[config.mk]
export PLATFORM = sky130hd
export DESIGN_NAME = sev_seg_scanner
export DESIGN_NICKNAME = d
export VERILOG_FILES = /design/src/rtl/sev_seg_scanner.sv
export SDC_FILE = /design/constraint.sdc
export NUM_CORES = 1
export LEC_CHECK = 0
export CAP_MARGIN = 20
export CORE_UTILIZATION = 50
export CTS_CLUSTER_DIAMETER = 200
export DETAILED_ROUTE_END_ITERATION = 16
export DONT_BUFFER_PORTS = 1
export GPL_TIMING_DRIVEN = 0
export MAX_ROUTING_LAYER = met4
export PLACE_DENSITY = 0.73
export SYNTH_ARGS = -nofsm -noshare
export SYNTH_HDL_FRONTEND = slang
export SYNTH_SLANG_ARGS = --single-unit
[constraint.sdc]
create_clock -name clk -period 2.45 [get_ports clk]
set_clock_uncertainty 0.15 [all_clocks]
set_input_delay 0.49 -clock clk [delete_from_list [all_inputs] [get_ports clk]]
set_output_delay 0.49 -clock clk [all_outputs]
set_load 0.03 [all_outputs]
[src/rtl/sev_seg_scanner.sv]
// Six-digit multiplexed 7-segment scanner. Patterns are snapshotted at frame boundaries and
// each digit is followed by a blanking gap. Define SCAN_DIM_EN to add the duty dimming input.
module sev_seg_scanner #(
    parameter int unsigned CLK_DIV     = 25000,
    parameter int unsigned ON_TICKS    = 2,
    parameter int unsigned BLANK_TICKS = 1,
    parameter int unsigned ACTIVE_LOW  = 1
) (
    input  logic        clk,
    input  logic        rst,
    input  logic [41:0] seg_in,
    input  logic        frame_upd,
`ifdef SCAN_DIM_EN
    input  logic [3:0]  duty,
`endif
    output logic [5:0]  dig_sel,
    output logic [6:0]  seg_out,
    output logic        frame_done
);

    localparam int unsigned PW        = (CLK_DIV > 1) ? $clog2(CLK_DIV) : 1;
    localparam int unsigned MAX_TICKS = (ON_TICKS > BLANK_TICKS) ? ON_TICKS : BLANK_TICKS;
    localparam int unsigned TW        = (MAX_TICKS > 1) ? $clog2(MAX_TICKS) : 1;

    localparam logic [PW-1:0] PRESC_LAST = PW'(CLK_DIV - 1);
    localparam logic [TW-1:0] ON_LAST    = TW'(ON_TICKS - 1);
    localparam logic [TW-1:0] BLANK_LAST = TW'(BLANK_TICKS - 1);
    localparam logic          POL        = (ACTIVE_LOW != 0);
    localparam logic [5:0]    OFF_DIG    = {6{POL}};
    localparam logic [6:0]    OFF_SEG    = {7{POL}};

    typedef enum logic [1:0] {StLoad, StOn, StBlank} state_e;

    state_e          state_q, state_d;
    logic [2:0]      idx_q, idx_d;
    logic [PW-1:0]   presc_q, presc_d;
    logic [TW-1:0]   tcnt_q, tcnt_d;
    logic            pending_q, pending_d;
    logic [41:0]     shadow_q, shadow_d;
    logic [5:0]      dig_sel_d;
    logic [6:0]      seg_out_d;
    logic            frame_done_d;
    logic            tick, advance, next_digit, lit;
    logic [6:0]      digit_raw;
`ifdef SCAN_DIM_EN
    logic [3:0]      ph_q, ph_d;
`endif

    always_ff @(posedge clk or negedge rst) begin
        if (!rst) begin
            state_q    <= StLoad;
            idx_q      <= '0;
            presc_q    <= '0;
            tcnt_q     <= '0;
            pending_q  <= 1'b1;
            shadow_q   <= '0;
            dig_sel    <= OFF_DIG;
            seg_out    <= OFF_SEG;
            frame_done <= 1'b0;
`ifdef SCAN_DIM_EN
            ph_q       <= '0;
`endif
        end else begin
            state_q    <= state_d;
            idx_q      <= idx_d;
            presc_q    <= presc_d;
            tcnt_q     <= tcnt_d;
            pending_q  <= pending_d;
            shadow_q   <= shadow_d;
            dig_sel    <= dig_sel_d;
            seg_out    <= seg_out_d;
            frame_done <= frame_done_d;
`ifdef SCAN_DIM_EN
            ph_q       <= ph_d;
`endif
        end
    end

    always_comb begin
        state_d    = state_q;
        idx_d      = idx_q;
        presc_d    = presc_q + PW'(1);
        tcnt_d     = tcnt_q;
        pending_d  = pending_q | frame_upd;
        shadow_d   = shadow_q;
        advance    = 1'b0;
        next_digit = 1'b0;
        tick       = (presc_q == PRESC_LAST);

        unique case (state_q)
            StLoad: begin
                // A pulse in this very cycle is honoured along with any earlier pending one.
                if (pending_q || frame_upd) shadow_d = seg_in;
                pending_d = 1'b0;
                idx_d     = '0;
                state_d   = StOn;
                advance   = 1'b1;
            end
            StOn: begin
                if (tick && tcnt_q == ON_LAST) begin
                    advance = 1'b1;
                    if (BLANK_TICKS != 0) state_d = StBlank;
                    else next_digit = 1'b1;
                end
            end
            StBlank: begin
                if (tick && tcnt_q == BLANK_LAST) begin
                    advance    = 1'b1;
                    next_digit = 1'b1;
                end
            end
            default: begin
                state_d = StLoad;
                advance = 1'b1;
            end
        endcase

        if (next_digit) begin
            if (idx_q == 3'd5) begin
                state_d = StLoad;
            end else begin
                idx_d   = idx_q + 3'd1;
                state_d = StOn;
            end
        end

        // Both counters restart on every state entry, including ON->ON with no blanking.
        if (advance) begin
            presc_d = '0;
            tcnt_d  = '0;
        end else if (tick) begin
            presc_d = '0;
            tcnt_d  = tcnt_q + TW'(1);
        end

        frame_done_d = next_digit && (idx_q == 3'd5);
        digit_raw    = shadow_d[{3'd0, idx_d} * 6'd7 +: 7];
        lit          = 1'b1;
`ifdef SCAN_DIM_EN
        ph_d = ph_q + 4'd1;
        lit  = (ph_d <= duty);
`endif
        dig_sel_d = OFF_DIG;
        seg_out_d = OFF_SEG;
        if (state_d == StOn) begin
            dig_sel_d = (6'd1 << idx_d) ^ OFF_DIG;
            if (lit) seg_out_d = digit_raw ^ OFF_SEG;
        end
    end

endmodule

==> qor.csv <==
stage,metric,value,unit
routing,drt wl/cell,19.0,um
power_and_ir_drop,peak supply drop,0.221,mV
critical_path,Reg2Reg Depth,10,
timing,Max Freq,0.407,GHz
critical_path,Critical Path Max Stage Delay,0.46,ns
floorplanning,Core ar.,0.00830,sq mm
grt,initial antenna violation count,0,
synthesis,Adder-Cell Fraction of Synth Area,2.03,%
critical_path,Critical Path RT,2.55,ns
grt,GRT busiest layer,met2,
critical_path,Crit Path Category,reg2reg,
grt,pin count of the biggest net entering global routing,79,
clocking,clock insertion delay at the later pin of the skew report,0.35,ns
synthesis,Mapped Area,0.00432,sq mm
clocking,H-tree Lvls,3,
timing,final setup margin,-0.00433,ns
hold_path,worst hold path type,in2reg,
routing,DR vias/cell,6.03,
place,DP Wirelength,7.60,mm
hold_path,min-delay src,frame_upd,
critical_path,Critical R2R Launch,state_q[1]$_DFF_PN0_,
grt,met1 Use GR,35.1,%
timing,fin. max-slew vios,0,
floorplanning,die area,0.00902,sq mm
routing,drt drc,0,
grt,GRT overflow,0,
synthesis,Mapped Nets,510,
grt,grt met2 use,41.1,%
cells_and_area,Syn-to-layout area delta,18.3,%
timing,Slew HR,59.0,%
synthesis,synthesis-stage register bit count,78,
power_and_ir_drop,Design Power,2.53,mW
timing,min cycle time layout,2.45,ns
synthesis,Synthesis Warnings,0,
critical_path,reg-to-reg endpoint,seg_out[5]$_DFF_PN1_,
clocking,Max Root-Sink Buffers,2,
routing,ANT nets after route,0,
timing,crit share post-route,100,%
clocking,TritonCTS clock tree,done,
clocking,CTS buffer count,9,
critical_path,startpoint types,flop,
synthesis,sequential area share after synthesis,45.6,%
power_and_ir_drop,cell area power density,495,mW/mm^2
synthesis,mux contribution to synthesized area,5.79,%
floorplanning,Die H,95.0,um
timing,Finish-stage setup viols,1,
grt,met3 GRT Util,5.48,%
synthesis,Post-Synth XOR/XNOR Area,2.03,%
timing,hold_ws,0.113,ns
cells_and_area,Final Instance Count excl. Fillers,600,
timing,Hold Fails Final Rpt,0,
grt,first-pass GRT wire length,17.9,mm
synthesis,synth unique cells,52,
critical_path,critical path data arrival time,2.56,ns
cells_and_area,"most common cell after layout, fill and taps aside",nand2_1,
run_status,outcome,finished with violations,
critical_path,R2R setup slack,-0.004,ns
run,MaxCap Viol Count,0,
grt,vias in the first global route,3529,
place,dpl ws,-0.327,ns
clocking,Root Buffer,clkbuf_8,
cells_and_area,most frequent cells in the layout,"77 x nand2_1, 64 x dfrtp_1, 40 x nor2_1",
grt,GRT Overall Usage,27.2,%
floorplanning,Initial Utilization,52.1,%
place,routability-driven placement congestion ratio,0.944,
floorplanning,Core Rows,33,
routing,TritonRoute pass-1 iters,6,
power_and_ir_drop,Leakage Power,2.21,nW
hold_path,hold depth,2,
clocking,CTS sink cnt,78,
floorplanning,chip width,95.0,um
synthesis,Post-Synth Simple-Gate Area,18.3,%
synthesis,Avg Inst Size Synth,9.44,sq um
synthesis,largest family of logic cells by synthesized area,compound AO/OA/AOI/OAI gates,
run_status,failing checks,negative setup slack,
cells_and_area,nets@finish,542,
routing,final WL,11.4,mm
routing,1st-iter DRT viols,258,
routing,routed via count,3619,
place,port buffer count,0,
critical_path,worst-path maximum fanout,5,
timing,RSZ-0062 raised after global routing,true,
clocking,clk slew on worst S/H paths,0.08,ns
synthesis,Synth Area in Compound Gates,21.4,%
timing,Least-Margin Pin Slew,0.615,ns
cells_and_area,share of layout cells above drive strength 1,24.8,%
floorplanning,IO Pins,59,
cells_and_area,antenna cells,0,
critical_path,Slowest cell on crit path,dfrtp_1,
place,cell count after placement,563,
hold_path,Min-Delay Endpoint,pending_q$_DFF_PN1_,
critical_path,"Cell Chain, Critical Path","inv_2, ha_4, buf_6, o21ai_4, buf_12, mux2_2, o211a_1, a31oi_2, a32oi_2, o211ai_1",
critical_path,critical path endpoint category,flop,
synthesis,Post-Synthesis Cells,458,
## Yosys cell counts (all sizes together)
cell type | number | share of area (%)
inv | 14 | 1.2
a22oi | 7 | 1.2
a211oi | 8 | 1.5
o211a | 1 | 0.23
a32oi | 7 | 2.5
nand4 | 5 | 0.72
o211ai | 21 | 3.6
o21a | 2 | 0.35
a31o | 1 | 0.20
a41oi | 13 | 2.6
and4 | 1 | 0.26
and2 | 11 | 1.6
nor3 | 2 | 0.23
nand3 | 10 | 1.3
nor2b | 10 | 1.4
and4bb | 1 | 0.29
buf | 15 | 2.2
nand2 | 78 | 6.8
and4b | 2 | 0.46
clkinv | 1 | 0.087
or3 | 3 | 0.43
a211o | 1 | 0.23
dfrtp | 64 | 37
xnor2 | 4 | 0.81
a31oi | 1 | 0.14
xor2 | 6 | 1.2
o2bb2ai | 1 | 0.20
nand3b | 1 | 0.17
nor4 | 1 | 0.49
nor3b | 1 | 0.17
dfstp | 14 | 8.5
clkbuf | 16 | 1.4
mux2 | 16 | 4.2
and3 | 2 | 0.29
o31a | 7 | 1.4
ha | 7 | 2.0
a21o | 8 | 1.4
nor2 | 41 | 3.6
a21oi | 6 | 0.96
mux2i | 7 | 1.6
o21ai | 41 | 4.8
## flip-flops by register name (all words and copies together) (netlist names)
| signal | count |
|---|---|
| tcnt_q | 1 |
| idx_q | 3 |
| state_q | 2 |
| dig_sel | 6 |
| shadow_q | 42 |
| frame_done | 1 |
| pending_q | 1 |
| presc_q | 15 |
| seg_out | 7 |
## per-stage QoR
stage / TNS (ns) / area [sq um] / util [%]
floorplan: 0 / 4320 / -
global placement: -1.76 / 4450 / 53.7
detailed placement: -2.17 / 4450 / 53.7
CTS: 0 / 4880 / 58.8
global route: -0.166 / 5110 / 61.6
finish: -0.00433 / 5110 / 61.6
## layout make-up
cell class              instances  area (sq um)
clock buffers                  11           141
flip-flops and latches         78          1970
plain buffers                  30           223
fillers                       678          3190
inverters                      15          58.8
repair buffers                 22           223
well taps                     105           131
clock inverters                 5          58.8
multi-input cells             334          2310
## kinds of logic (layout without fill, tap and decap cells)
family,after synthesis,count (layout)
AO/OA/AOI/OAI,125,125
XOR/XNOR,10,10
adder cells (fa/ha/maj),7,7
buffers and inverters,46,83
flip-flops,78,78
multiplexers,23,23
AND/OR/NAND/NOR,169,169
## per-layer routing
metal  share of wire, %  up-vias  wire length [um]
li1                   -     1694                 -
met1                 42     1742              4790
met2                 48      162              5430
met3                8.3       21               949
met4                1.8        0               204
met5                  0        -                 0
## worst max-delay path: cells and delay by family (launching register included)
kind	cells	cell delay, ns
compound gates	5	0.83
mux	1	0.37
buf+inv	3	0.37
fa+ha+maj	1	0.17
flops	1	0.46
## power by group
group	switching (mW)	internal, mW
clock network	0.491	0.499
logic	0.0973	0.0640
registers	0.0361	1.34
total	0.624	1.91
## how the worst max path moves through the flow
stage / from / end / slack (ns) / depth (start not counted)
6_report: state_q[1]$_DFF_PN0_ / seg_out[5]$_DFF_PN1_ / -0.004 / 10
2_1_floorplan: state_q[0]$_DFF_PN0_ / seg_out[0]$_DFF_PN1_ / 0.20 / 10
4_1_cts: state_q[0]$_DFF_PN0_ / seg_out[4]$_DFF_PN1_ / 0.0007 / 10
5_1_grt: state_q[0]$_DFF_PN0_ / seg_out[4]$_DFF_PN1_ / -0.07 / 9
3_5_place_dp: state_q[0]$_DFF_PN0_ / seg_out[1]$_DFF_PN1_ / -0.33 / 11
3_3_place_gp: state_q[0]$_DFF_PN0_ / seg_out[1]$_DFF_PN1_ / -0.30 / 11
## repair_timing
| action | CTS | global route |
|---|---|---|
| setup endpoints to repair | 12 | 13 |
| hold buffers | 2 | 0 |
| gates resized for setup | 33 | 41 |
| pin swaps | 7 | 14 |
| endpoints found under the hold margin | 78 | 0 |
| buffers inserted | 6 | 12 |
| cloned | 1 | 1 |
Power figures use the tool's default switching activity.
